$ cat config.mk
export PLATFORM = sky130hd
export DESIGN_NAME = match_controller
export DESIGN_NICKNAME = d
export VERILOG_FILES = /design/src/rtl/airhockey_pkg.sv /design/src/rtl/bcd_score_counter.sv /design/src/rtl/match_controller.sv
export SDC_FILE = /design/constraint.sdc
export NUM_CORES = 1
export LEC_CHECK = 0
export CORE_UTILIZATION = 40
export DETAILED_ROUTE_END_ITERATION = 6
export DONT_BUFFER_PORTS = 1
export PLACE_DENSITY = 0.65
export SETUP_SLACK_MARGIN = 0.1
export SLEW_MARGIN = 30
export SYNTH_ARGS = -nofsm -noshare
export SYNTH_HDL_FRONTEND = slang
export SYNTH_SLANG_ARGS = --single-unit
$ cat constraint.sdc
create_clock -name clk -period 2.4 [get_ports clk]
set_clock_uncertainty 0.05 [all_clocks]
set_input_delay 0.24 -clock clk [delete_from_list [all_inputs] [get_ports clk]]
set_output_delay 0.24 -clock clk [all_outputs]
set_load 0.02 [all_outputs]
$ cat src/rtl/airhockey_pkg.sv
// Shared types and constants for the air-hockey match sequencer.
// The PAUSE state exists only when MATCH_PAUSE_EN is defined.
package airhockey_pkg;

   typedef enum logic [2:0] {
      ST_IDLE  = 3'd0,
      ST_SERVE = 3'd1,
      ST_PLAY  = 3'd2,
      ST_GOAL  = 3'd3,
      ST_OVER  = 3'd4
`ifdef MATCH_PAUSE_EN
      , ST_PAUSE = 3'd5
`endif
   } state_e;

   localparam logic [1:0] WIN_NONE = 2'd0;
   localparam logic [1:0] WIN_P1   = 2'd1;
   localparam logic [1:0] WIN_P2   = 2'd2;

   localparam int unsigned BALL_CX = 315;
   localparam int unsigned BALL_CY = 230;

   typedef struct packed {
      logic [2:0] tens;
      logic [3:0] ones;
   } bcd_score_t;

   function automatic int unsigned bcd_value(input bcd_score_t s);
      return int'(s.tens) * 10 + int'(s.ones);
   endfunction

endpackage

$ cat src/rtl/bcd_score_counter.sv
// Two-digit BCD score register: synchronous clear, +1 with 9->0 carry,
// saturating at 79.
module bcd_score_counter
   import airhockey_pkg::*;
(
   input  logic       clk,
   input  logic       rst_n,
   input  logic       clr_i,
   input  logic       inc_i,
   output bcd_score_t score_o
);

   bcd_score_t score_q, score_d;

   always_comb begin
      score_d = score_q;
      if (clr_i) begin
         score_d = '0;
      end else if (inc_i) begin
         if (score_q.ones != 4'd9) begin
            score_d.ones = score_q.ones + 4'd1;
         end else if (score_q.tens != 3'd7) begin
            score_d.ones = 4'd0;
            score_d.tens = score_q.tens + 3'd1;
         end
      end
   end

   always_ff @(posedge clk or negedge rst_n) begin
      if (!rst_n) score_q <= '0;
      else        score_q <= score_d;
   end

   assign score_o = score_q;

endmodule

$ cat src/rtl/match_controller.sv
// Match sequencer: IDLE -> SERVE -> PLAY -> GOAL/OVER, BCD scoring, miss flash.
// Define MATCH_PAUSE_EN to add pause_btn and the PAUSE state.
module match_controller
   import airhockey_pkg::*;
#(
   parameter int unsigned WIN_SCORE    = 10,
   parameter int unsigned SERVE_FRAMES = 60,
   parameter int unsigned GOAL_FRAMES  = 63
) (
   input  logic       clk,
   input  logic       rst_n,
   input  logic       frame_tick,
   input  logic       start_btn,
`ifdef MATCH_PAUSE_EN
   input  logic       pause_btn,
`endif
   input  logic       goal_p1,
   input  logic       goal_p2,
   output logic       play_en,
   output logic       ball_reset,
   output logic       serve_dir,
   output logic       miss_flash,
   output logic [3:0] p1_ones,
   output logic [2:0] p1_tens,
   output logic [3:0] p2_ones,
   output logic [2:0] p2_tens,
   output logic [1:0] winner,
   output logic [2:0] state_o
);

   state_e     state_q;
   logic [7:0] cnt_q;
   logic       play_en_q, ball_reset_q, serve_dir_q, miss_flash_q;
   logic [1:0] winner_q;
   logic [2:0] start_sync_q;
   logic       start_evt;
   bcd_score_t p1_score, p2_score;
   logic       score_clr, p1_inc, p2_inc, p1_win, p2_win;

   // [0],[1] synchronise the pin; [2] is the previous synchronised level
   always_ff @(posedge clk or negedge rst_n) begin
      if (!rst_n) start_sync_q <= '0;
      else        start_sync_q <= {start_sync_q[1:0], start_btn};
   end
   assign start_evt = start_sync_q[1] & ~start_sync_q[2];

`ifdef MATCH_PAUSE_EN
   logic [2:0] pause_sync_q;
   logic       pause_evt;
   always_ff @(posedge clk or negedge rst_n) begin
      if (!rst_n) pause_sync_q <= '0;
      else        pause_sync_q <= {pause_sync_q[1:0], pause_btn};
   end
   assign pause_evt = pause_sync_q[1] & ~pause_sync_q[2];
`endif

   assign score_clr = start_evt & ((state_q == ST_IDLE) | (state_q == ST_OVER));
   assign p1_inc    = (state_q == ST_PLAY) & goal_p1 & ~goal_p2;
   assign p2_inc    = (state_q == ST_PLAY) & goal_p2 & ~goal_p1;
   assign p1_win    = (bcd_value(p1_score) + 1) == WIN_SCORE;
   assign p2_win    = (bcd_value(p2_score) + 1) == WIN_SCORE;

   bcd_score_counter u_p1_score (
      .clk    (clk),
      .rst_n  (rst_n),
      .clr_i  (score_clr),
      .inc_i  (p1_inc),
      .score_o(p1_score)
   );

   bcd_score_counter u_p2_score (
      .clk    (clk),
      .rst_n  (rst_n),
      .clr_i  (score_clr),
      .inc_i  (p2_inc),
      .score_o(p2_score)
   );

   // Outputs are set on each transition so they line up with the new state.
   always_ff @(posedge clk or negedge rst_n) begin
      if (!rst_n) begin
         state_q      <= ST_IDLE;
         cnt_q        <= '0;
         play_en_q    <= 1'b0;
         ball_reset_q <= 1'b1;
         serve_dir_q  <= 1'b1;
         miss_flash_q <= 1'b0;
         winner_q     <= WIN_NONE;
      end else begin
         case (state_q)
            ST_IDLE: begin
               play_en_q    <= 1'b0;
               ball_reset_q <= 1'b1;
               miss_flash_q <= 1'b0;
               if (start_evt) begin
                  winner_q <= WIN_NONE;
                  cnt_q    <= 8'(SERVE_FRAMES);
                  state_q  <= ST_SERVE;
               end
            end
            ST_SERVE: begin
               if (frame_tick) begin
                  if (cnt_q == 8'd1) begin
                     state_q      <= ST_PLAY;
                     play_en_q    <= 1'b1;
                     ball_reset_q <= 1'b0;
                  end else begin
                     cnt_q <= cnt_q - 8'd1;
                  end
               end
            end
            ST_PLAY: begin
               if (goal_p1 && goal_p2) begin
                  cnt_q        <= 8'(GOAL_FRAMES);
                  state_q      <= ST_GOAL;
                  play_en_q    <= 1'b0;
                  miss_flash_q <= 1'b1;
               end else if (goal_p1 || goal_p2) begin
                  serve_dir_q <= goal_p2;
                  play_en_q   <= 1'b0;
                  if ((goal_p1 && p1_win) || (goal_p2 && p2_win)) begin
                     winner_q     <= goal_p1 ? WIN_P1 : WIN_P2;
                     state_q      <= ST_OVER;
                     ball_reset_q <= 1'b1;
                  end else begin
                     cnt_q        <= 8'(GOAL_FRAMES);
                     state_q      <= ST_GOAL;
                     miss_flash_q <= 1'b1;
                  end
               end
`ifdef MATCH_PAUSE_EN
               else if (pause_evt) begin
                  state_q   <= ST_PAUSE;
                  play_en_q <= 1'b0;
               end
`endif
            end
            ST_GOAL: begin
               if (frame_tick) begin
                  if (cnt_q == 8'd1) begin
                     miss_flash_q <= 1'b0;
                     ball_reset_q <= 1'b1;
                     cnt_q        <= 8'(SERVE_FRAMES);
                     state_q      <= ST_SERVE;
                  end else begin
                     cnt_q <= cnt_q - 8'd1;
                  end
               end
            end
            ST_OVER: begin
               if (start_evt) begin
                  winner_q <= WIN_NONE;
                  cnt_q    <= 8'(SERVE_FRAMES);
                  state_q  <= ST_SERVE;
               end
            end
`ifdef MATCH_PAUSE_EN
            ST_PAUSE: begin
               if (pause_evt) begin
                  state_q   <= ST_PLAY;
                  play_en_q <= 1'b1;
               end
            end
`endif
            default: begin
               state_q      <= ST_IDLE;
               play_en_q    <= 1'b0;
               ball_reset_q <= 1'b1;
               miss_flash_q <= 1'b0;
            end
         endcase
      end
   end

   assign play_en    = play_en_q;
   assign ball_reset = ball_reset_q;
   assign serve_dir  = serve_dir_q;
   assign miss_flash = miss_flash_q;
   assign p1_ones    = p1_score.ones;
   assign p1_tens    = p1_score.tens;
   assign p2_ones    = p2_score.ones;
   assign p2_tens    = p2_score.tens;
   assign winner     = winner_q;
   assign state_o    = state_q;

endmodule

==> impl_results.md <==
* Wire per inst at 16.2 µm
* Post-synthesis register bit count at 34
* ANT nets after route at 0
* Area of the die at 5970 µm²
* CP Launch Type: flop
* Netlist cell types at 59
* Io pins at 29
* Vias per Instance at 5.74
* Final setup vio count at 0
* Pwr Density at 793 nW/µm²
* Mapped Area at 2270 µm²
* Max Fclk at 424 MHz
* Commonest non-fill, non-tap cell in the layout: dfrtp_1
* First-pass GRT wire length at 9.18 mm
* Final net count at 294
* Critical Path Fanout Max at 4
* Yosys warns at 0
* Asr flop ratio synth at 1.00
* CTS tree: done
* RSZ-0062 raised after global routing: true
* GRT Resource Usage Total at 0.196
* Area growth syn-to-layout at 27.1%
* Most frequent cells in the layout: 28 x dfrtp_1, 25 x buf_4, 20 x nor2_1, 17 x ha_1, 13 x inv_1
* Post-route DRC at 0
* Worst-margin pin slew at 0.437 ns
* Core Area at 5470 µm²
* Initial Util at 0.414
* # Max-Cap Violations at 0
* Max Slew Vio Count at 0
* Vias at 1,947
* Worst path most repeated cell: ha_4
* Worst skew pair latency at 0.29 ns
* Clk root buf: clkbuf_8
* Worst Path Required at 2.53 ns
* Final WL at 5.50 mm
* Cell Rows at 27
* CP delay by family, top: compound AO/OA/AOI/OAI gates
* Final Hold Vio Count at 0
* CTS clk-pin slew, worst paths at 0.08 ns
* Number of global-route vias before repair at 1,901
* Cells after synthesis at 233
* Leakage power at 1.27 nW
* Buf/Inv on CP at 2
* Final GP Congestion at 0.848
* Die height at 77.3 µm
* GRT Residual Overflow at 0
* CP Cell Sequence: ha_4 -> ha_4 -> nor4b_2 -> a311oi_2 -> buf_4 -> o22ai_4 -> buf_6 -> a22o_1 -> a32o_1
* PnR worst setup slack at 0.0442 ns
* Peak VDD IR at 0.000466 V
* Starting DRC count in detailed routing at 110
* Min-Delay Path Class: in2reg
* Crit path DAT at 2.49 ns
* Setup TNS at 0 ns
* Setup crit end kind: flop
* Ys flop type: dfrtp_1
* Syn avg cell area at 9.72 µm²
* CTS H-tree lvls at 2
* Final min period at 2.36 ns
* EDFF count, synth at 0
* Antenna violations before repair at 0
* Sequential area share after synthesis at 0.377
* Num CTS Buffers at 5
* Dpl hpwl at 3.80 mm
* First-pass detailed-route iteration total at 4
* DP Worst Slack at 0.0272 ns
* Crit-path max cell delay at 0.44 ns
* WS Path Type: reg2reg
* Clock Sinks at 34
* Chip width at 77.3 µm
* Fin crit share at 0.982
* Layout cell share with drive strength beyond 1 at 0.296
* Antenna Cells at 0
* Slowest stage cell on the critical path: dfrtp_2
* Worst-case clock buffer depth at 2
* Status: finished, final reports clean
* Mapped Nets at 261
* Relative slew slack at 0.707
* PortBufs at 0
* Largest net degree at the start of global routing at 35
[area by class of cell]
type | instances | area (µm²)
Tap cell | 72 | 90.1
Clock inverter | 2 | 12.5
Clock buffer | 6 | 82.6
Timing Repair Buffer | 34 | 294
Sequential cell | 34 | 858
Multi-Input combinational cell | 178 | 1490
Inverter | 13 | 48.8
Fill cell | 498 | 2590
[sequential cells by signal, indices dropped and copies added (netlist names)]
register	cells
cnt_q	8
winner	2
miss_flash	1
play_en	1
state_o	3
serve_dir	1
u_p2_score.score_o	7
ball_reset	1
start_sync_q	3
u_p1_score.score_o	7
[kinds of logic (layout without fill, tap and decap cells)]
group,count (synthesis),count (layout),share of synthesized area
buffers and inverters,21,55,0.0364
DFF,34,34,0.377
muxes,5,5,0.0232
and+or+nand+nor,86,86,0.223
adders and majority gates,22,22,0.121
xor gates and xnor gates,2,2,0.00773
AOI/OAI and AO/OA,63,63,0.212
[path summary, 6_finish.rpt]
path                                   end  cells past startpoint  slack (ns)             startpoint
max                              winner[0]                      9        0.04  u_p2_score.score_o[4]
min                              winner[0]                      1        0.05                goal_p1
max reg2reg                      winner[0]                      9        0.04  u_p2_score.score_o[4]
min reg2reg                start_sync_q[1]                      0        0.30        start_sync_q[0]
max in group asynchronous        serve_dir                      2        1.70                  rst_n
min in group asynchronous         cnt_q[1]                      2        0.35                  rst_n
[Yosys cell counts (5+ instances only)]
cell type | instances | area [µm²]
nand2_1 | 12 | 45.0
nor2_1 | 20 | 75.1
nor3_1 | 6 | 30.0
ha_1 | 22 | 275
clkbuf_1 | 5 | 18.8
dfrtp_1 | 32 | 801
o21ai_0 | 13 | 65.1
inv_1 | 13 | 48.8
nand3_1 | 10 | 50.1
nand2b_1 | 5 | 31.3
a21oi_1 | 13 | 65.1
[layer usage]
| metal | vias to the layer above | share of wire | global-route usage |
|---|---|---|---|
| met5 | - | 0 | 0 |
| li1 | 936 | - | - |
| met4 | 0 | 0.026 | 0.0849 |
| met1 | 941 | 0.45 | 0.257 |
| met3 | 13 | 0.052 | 0.0500 |
| met2 | 57 | 0.47 | 0.302 |
[stage by stage]
step            util  hold slack (ns)  power, W  instances  area, µm²
6_report       0.526           0.0546   0.00228        339       2880
5_1_grt        0.526           0.0513   0.00245        339       2880
4_1_cts        0.511           0.0219   0.00225        337       2800
3_5_place_dp   0.472           -0.104   0.00174        321       2580
3_3_place_gp   0.472           -0.104   0.00173        321       2580
2_1_floorplan      -           -0.106   0.00149        233       2340
[power by group]
group | internal, W | switching (W) | leakage, nW
Combinational | 0.000426 | 0.000543 | 0.807
Sequential | 0.000703 | 0.000159 | 0.415
Clock | 0.000231 | 0.000222 | 0.0472
Total | 0.00136 | 0.000924 | 1.27
[timing repair]
| item | 4_1_cts | 5_1_grt |
|---|---|---|
| hold buffers | 4 | 0 |
| pin swaps | 7 | 9 |
| endpoints found under the setup margin | 8 | 15 |
| setup buffers | 4 | 2 |
| gates resized for setup | 7 | 12 |
| endpoints found under the hold margin | 37 | 0 |
No activity file was read; power rests on OpenSTA's default activity.
